[src/rtl/shift_right_seq_pkg.sv]
`default_nettype none
// +--------------------------------------------------------------------+
// | shift_right_seq_pkg : widths and FSM states for the serial shifter. |
// | Rev 1.0                                                             |
// +--------------------------------------------------------------------+
package shift_right_seq_pkg;

    localparam int DATA_W  = 16;
    localparam int SHAMT_W = 4;

    typedef enum logic [1:0] {
        IDLE  = 2'd0,
        SHIFT = 2'd1,
        DONE  = 2'd2
    } state_t;

endpackage : shift_right_seq_pkg
`default_nettype wire

[src/rtl/shift_right_seq_shr_step.sv]
`default_nettype none
// +--------------------------------------------------------------------+
// | shr_step : one-bit right shift, sign fill when mode=1 else zero.    |
// | Rev 1.0                                                             |
// +--------------------------------------------------------------------+
module shr_step
    import shift_right_seq_pkg::*;
(
    input  logic [DATA_W-1:0] d,
    input  logic              mode,
    output logic [DATA_W-1:0] q
);

    assign q = {mode & d[DATA_W-1], d[DATA_W-1:1]};

endmodule : shr_step
`default_nettype wire

[src/rtl/shift_right_seq.sv]
`default_nettype none
// +--------------------------------------------------------------------+
// | shift_right_seq : 16-bit right shifter, one bit per clock, handshake|
// | Rev 1.0                                                             |
// +--------------------------------------------------------------------+
module shift_right_seq
    import shift_right_seq_pkg::*;
(
    input  logic               clk,
    input  logic               rst_n,
    input  logic               in_valid,
    output logic               in_ready,
    input  logic [DATA_W-1:0]  a_in,
    input  logic [SHAMT_W-1:0] shft_amt,
    input  logic               arith,
    output logic               out_valid,
    input  logic               out_ready,
    output logic [DATA_W-1:0]  o
);

    state_t               state;
    logic [DATA_W-1:0]    data;
    logic [SHAMT_W-1:0]   cnt;
    logic                 mode;
    logic [DATA_W-1:0]    step_q;

    shr_step u_step (
        .d    (data),
        .mode (mode),
        .q    (step_q)
    );

    assign in_ready  = (state == IDLE);
    assign out_valid = (state == DONE);
    assign o         = data;

    always_ff @(posedge clk) begin
        if (!rst_n) begin
            state <= IDLE;
            data  <= '0;
            cnt   <= '0;
            mode  <= 1'b0;
        end else begin
            case (state)
                IDLE: begin
                    if (in_valid) begin
                        data  <= a_in;
                        cnt   <= shft_amt;
                        mode  <= arith;
                        state <= (shft_amt == '0) ? DONE : SHIFT;
                    end
                end
                SHIFT: begin
                    // The edge that sees cnt==1 performs the last shift.
                    data <= step_q;
                    cnt  <= cnt - 1'b1;
                    if (cnt == SHAMT_W'(1)) begin
                        state <= DONE;
                    end
                end
                DONE: begin
                    if (out_ready) begin
                        state <= IDLE;
                    end
                end
                default: state <= IDLE;
            endcase
        end
    end

endmodule : shift_right_seq
`default_nettype wire

[config.mk]
export PLATFORM = sky130hd
export DESIGN_NAME = shift_right_seq
export DESIGN_NICKNAME = d
export VERILOG_FILES = /design/src/rtl/shift_right_seq_pkg.sv /design/src/rtl/shift_right_seq_shr_step.sv /design/src/rtl/shift_right_seq.sv
export SDC_FILE = /design/constraint.sdc
export NUM_CORES = 1
export LEC_CHECK = 0
export CAP_MARGIN = 15
export CORE_UTILIZATION = 48
export DETAILED_ROUTE_END_ITERATION = 7
export PLACE_DENSITY = 0.89
export SLEW_MARGIN = 0
export SYNTH_ARGS = -nofsm -noshare
export SYNTH_HDL_FRONTEND = slang
export SYNTH_HIERARCHICAL = 1
export SYNTH_SLANG_ARGS = --single-unit
[constraint.sdc]
create_clock -name clk -period 2.1 [get_ports clk]
set_input_delay 0.42 -clock clk [delete_from_list [all_inputs] [get_ports clk]]
set_output_delay 0.42 -clock clk [all_outputs]
set_load 0.02 [all_outputs]
==> metrics.yaml, run 1 <==
outcome:
  outcome: "completed"
layout:
  final_util: 0.6359
  antenna_cells: 0
  finalNetCount: 207
  drive_gt1_frac: 0.07821
  area_growth_pct: 25.02
placement:
  gp_congestion: 0.7882
  io_buffers: 42
  dpl.hpwl_um: 1943
worst_setup_path:
  path_cells: "nor2_1, clkdlybuf4s50_1"
  worstPathMaxFanout: 14
  path_class: "flip-flop to output pin"
  cp_data_required_time_ps: 1680
  worst_path_largest_cell_delay_ps: 650
  cp.depth: 2
  cp.buffers_inverters: 1
  r2r_start: "state[1]"
  critPathLaunch: "state[1]"
  crit_path_start_kind: "flip-flop"
  reg2reg_depth: 3
  cp_slowest_cell: "clkdlybuf4s50_1"
  critPathTopFamily: "buffers and inverters"
  crit_arrival_ps: 1580
  crit_path_end_kind: "output pin"
pwr:
  irDropWorstVdd_mv: 0.4303
  switchingPower_w: 0.0004148
  powerDensity_nw_per_um2: 761.0
  pwr-share-seq: 0.468
  p_sw_frac: 0.3460
  internal_power_w: 0.0007840
  p_leak_nw: 0.6047
  pwr-share-comb: 0.363
  p_clk_frac: 0.169
  fin_total_pwr_w: 0.001199
yosys:
  synth_top_area_cell: "dfxtp_1"
  syn_area_per_cell_um2: 8.025
  yosys-top-cells-area: "dfxtp_1, buf_4, a311oi_1"
  syn-num-nets: 184
  synth-edff-count: 0
  synth_area_um2: 1260
  synthDistinctLibCells: 32
  ys_seq_elements: 23
  synth_ff_type: "dfxtp_1"
  async_reset_ff_frac: 0
  ys_seq_area_frac: 0.3654
  netlist_instances: 157
  synth_warnings: 6
  yosys.area.top_type_share: 0.3654
timing:
  rsz0062_at_grt: "no"
  hold_viol: 0
  finalMaxSlewViolations: 0
  finalSetupViolations: 0
  finClkSkew_ps: 12.29
  slew_headroom: 0.5657
  fmax_mhz: 500.9
  period_share: 0.9507
  period_needed_ps: 1997
  timing.setup.tns_ps: 0
  worst_pin_slew_ps: 650.7
global_routing:
  antenna_found_initial: 0
  grt_max_degree: 21
  gr-total-overflow: 0
  grt_usage: 0.2097
  grt_pass1_wl_um: 4491
  grt_pass1_vias: 1057
clock_network:
  cts_htree_levels: 1
  cts_buffer_depth: 2
  post_cts_resize_count: 0
  clk_pin_slew_ps: 130
  clk_latency_ps: 310
  numCtsBuffers: 3
  cts-hold-fix-buffers: 0
  clkSinkCount: 23
  root_buffer: "clkbuf_4"
  cts_tree: "built"
  post-cts-setup-buffer-count: 0
floorplan:
  dieArea_um2: 2834
  start_util: 0.5086
  io_pins: 43
  row_count: 18
  die_w_um: 53.24
  coreArea_um2: 2477
  die_y_um: 53.24
routing:
  drtIter0Drc: 17
  avgViaCountPerCell: 5.569
  dr.pass1.iters: 4
  wl_um: 2820
  ant_nets: 0
  route.detailed.drc: 0
  post_drt_wl_per_cell_um: 13.49
  vias: 1164
hold_path:
  hold_start: "o[3]"
  worstHoldPathCells: 2
  min_path_type: "flip-flop to flip-flop"
run:
  maxCapViolCount: 0
sequential cells by signal, summed over array words and instances (netlist names):
signal and count:
cnt 4, mode 1, o 16, state 2
power groups by stage:
stage / Clock, W / Sequential, W / Combinational, W
after global routing: 0.000221 / 0.000571 / 0.000475
final: 0.000202 / 0.000561 / 0.000436
after floorplan: 0 / 0.000601 / 0.000282
after detailed placement: 0 / 0.000567 / 0.000432
after global placement: 0 / 0.000562 / 0.000419
after CTS: 0.000200 / 0.000558 / 0.000436
synthesized netlist by cell type (2+ instances only):
master	count
nor2_1	19
nor3_1	3
nand3_1	2
ha_1	2
buf_2	3
a211oi_1	2
dfxtp_1	23
clkbuf_1	2
buf_4	20
a311oi_1	17
a21oi_1	5
nand2_1	35
nor3b_1	2
inv_1	3
buf_6	2
area by class of cell:
cell class / count / area, um^2
Inverter: 3 / 11.26
Timing Repair Buffer: 45 / 442.9
Fill cell: 228 / 902.1
Clock inverter: 1 / 5.005
Tap cell: 30 / 37.54
Sequential cell: 23 / 462.9
Clock buffer: 3 / 22.52
Multi-Input combinational cell: 104 / 593.1
worst paths after layout:
check	endpoint	slack, ps
max	in_ready	100
min	o[2]	500
max reg2reg	o[11]	580
min reg2reg	o[2]	500
worst register-to-register path: stages, from the launching register on:
cell and delay (ps):
dfxtp_2 470, or2b_1 520, nand2_1 130, a311oi_1 310
cell usage in the layout (no fill, tap or decap), types with 2 or more instances in the layout:
master / instances
dfxtp_1: 21
nor2_1: 19
clkdlybuf4s50_1: 42
a21oi_1: 5
inv_1: 3
nor3b_1: 2
a211oi_1: 2
dfxtp_2: 2
nand2_1: 35
buf_4: 3
clkbuf_4: 3
nor3_1: 3
a311oi_1: 17
ha_1: 2
nand3_1: 2
routing by layer:
layer  part of all wire  global-route usage  wire length (um)
met1               0.46              0.2726              1303
met2               0.48              0.3521              1354
met4             0.0050             0.05702                14
met3              0.052             0.03448               147
met5                  0                   0                 0
through the flow:
stage | area, um^2 | setup slack (ps) | std cells | hold WS (ps)
after CTS | 1573 | 26.26 | 209 | 505.6
after global placement | 1545 | 364.0 | 205 | 479.1
after detailed placement | 1545 | 285.0 | 205 | 487.6
after global routing | 1575 | 50.82 | 209 | 525.7
after floorplan | 1260 | 853.7 | 157 | 490.7
final | 1575 | 103.5 | 209 | 504.5
cell families after synthesis:
kind of cell / count (synthesis) / share of synthesized area
AO/OA/AOI/OAI: 31 / 0.1986
adder cells (fa/ha/maj): 2 / 0.01986
buffers and inverters: 30 / 0.1638
flip-flops: 23 / 0.3654
AND/OR/NAND/NOR: 71 / 0.2523
No activity file was read; power rests on OpenSTA's default activity.
==> inputs of run 2 (changes only) <==
--- a/config.mk
+++ b/config.mk
@@ -6,10 +6,11 @@
 export NUM_CORES = 1
 export LEC_CHECK = 0
 export CAP_MARGIN = 15
+export CORE_MARGIN = 2
 export CORE_UTILIZATION = 48
 export DETAILED_ROUTE_END_ITERATION = 7
 export PLACE_DENSITY = 0.89
-export SLEW_MARGIN = 0
+export SLEW_MARGIN = 20
 export SYNTH_ARGS = -nofsm -noshare
 export SYNTH_HDL_FRONTEND = slang
 export SYNTH_HIERARCHICAL = 1
==> metrics.yaml, run 2 (synthesis results as in run 1) <==
outcome:
  outcome: "completed"
placement:
  gp_congestion: 0.7261
  dp_cells: 205
  dpl-instance-area_um2: 1545
  dpl.hpwl_um: 2099
  io_buffers: 42
floorplan:
  dieArea_um2: 3051
  die_w_um: 55.24
  start_util: 0.5086
  io_pins: 43
  row_count: 18
  coreArea_um2: 2477
  die_y_um: 55.24
timing:
  slew_headroom: 0.5893
  rsz0062_at_grt: "no"
  finalSetupViolations: 0
  period_needed_ps: 2002
  finalMaxSlewViolations: 0
  timing.setup.tns_ps: 0
  hold_viol: 0
  finClkSkew_ps: 10.49
  worst_pin_slew_ps: 616.0
  period_share: 0.9535
  fmax_mhz: 499.4
worst_setup_path:
  crit_arrival_ps: 1580
  crit_path_end_kind: "output pin"
  crit_path_start_kind: "flip-flop"
  cp_data_required_time_ps: 1680
  worstPathMaxFanout: 16
  path_class: "flip-flop to output pin"
layout:
  antenna_cells: 0
  layoutNonFillerInstCount: 209
  finalNetCount: 207
  final_util: 0.6354
  area_growth_pct: 24.93
  postLayoutCellArea_um2: 1574
  mostFrequentLayoutCells: "clkdlybuf4s50_1, nand2_1, dfxtp_1"
  layout_commonest_cell: "clkdlybuf4s50_1"
  drive_gt1_frac: 0.07263
  largest_reg_flops: 16
routing:
  drtIter0Drc: 26
  ant_nets: 0
  vias: 1172
  avgViaCountPerCell: 5.608
  post_drt_wl_per_cell_um: 13.89
  wl_um: 2902
  route.detailed.drc: 0
  dr.pass1.iters: 4
pwr:
  internal_power_w: 0.0007875
  p_sw_frac: 0.3456
  pwr-share-comb: 0.363
  switchingPower_w: 0.0004159
  irDropWorstVdd_mv: 0.5272
  powerDensity_nw_per_um2: 764.5
  pwr-share-seq: 0.465
  p_leak_nw: 0.6020
  p_clk_frac: 0.172
clock_network:
  post_cts_resize_count: 1
  post-cts-setup-buffer-count: 0
  cts_tree: "built"
  clkSinkCount: 23
  cts_htree_levels: 1
  root_buffer: "clkbuf_4"
  cts-hold-fix-buffers: 0
  numCtsBuffers: 3
  clk_pin_slew_ps: 130
  cts_buffer_depth: 2
  clk_latency_ps: 320
global_routing:
  grt_max_degree: 21
  antenna_found_initial: 0
  gr-total-overflow: 0
  grt_pass1_wl_um: 4905
  grt_usage: 0.1947
  grt_pass1_vias: 1123
hold_path:
  min_path_type: "flip-flop to flip-flop"
run:
  maxCapViolCount: 0
run 2: cell types whose count changed in the layout (fill, tap and decap cells not counted):
cell | before | now
clkbuf_1 | 0 | 1
clkinv_2 | 1 | 0
run 2: through the flow:
step                      setup slack (ps)  hold slack, ps  total power, W
after global placement               350.2           478.6       0.0009811
after global routing                 47.98           532.3        0.001271
final                                97.64           502.5        0.001203
after detailed placement             311.5           484.5        0.001003
after floorplan                      853.7           490.7       0.0008833
after CTS                            15.02           506.2        0.001211
run 2: path summary, 6_finish.rpt:
path | start | endpoint | slack, ps | cells after the start
setup / recovery | state[0] | in_ready | 100 | 2
hold / removal | o[7] | o[6] | 500 | 2
setup reg to reg | state[1] | o[11] | 560 | 3
hold reg to reg | o[7] | o[6] | 500 | 2
run 2: area by class of cell:
type | count | area, um^2
Clock buffer | 4 | 26.28
Multi-Input combinational cell | 104 | 593.1
Sequential cell | 23 | 462.9
Fill cell | 238 | 903.4
Inverter | 3 | 11.26
Timing Repair Buffer | 45 | 442.9
Tap cell | 30 | 37.54
run 2: power groups by stage:
stage	clock network [W]	logic, W	registers (W)
2_1_floorplan	0	0.000282	0.000601
3_3_place_gp	0	0.000419	0.000562
3_5_place_dp	0	0.000436	0.000567
4_1_cts	0.000214	0.000438	0.000558
5_1_grt	0.000225	0.000476	0.000570
6_report	0.000207	0.000437	0.000559
run 2: critical path: stages, from the launching register on:
cell             delay [ps]
dfxtp_2                 420
nor2_1                  200
clkdlybuf4s50_1         640
run 2: routing by layer:
layer / routed length, um / part of all wire / up-vias / GRT usage
met5: 0 / 0 / - / 0
met4: 46 / 0.016 / 0 / 0.08711
met3: 181 / 0.062 / 4 / 0.04450
met2: 1370 / 0.47 / 46 / 0.3282
met1: 1304 / 0.45 / 543 / 0.2347
li1: - / - / 579 / -
==> inputs of run 3 (changes only) <==
--- a/config.mk
+++ b/config.mk
@@ -6,7 +6,6 @@
 export NUM_CORES = 1
 export LEC_CHECK = 0
 export CAP_MARGIN = 15
-export CORE_MARGIN = 2
 export CORE_UTILIZATION = 48
 export DETAILED_ROUTE_END_ITERATION = 7
 export PLACE_DENSITY = 0.89
==> results of run 3 <==
Same layout as run 1: the final DEF is identical, and so are final timing and power.
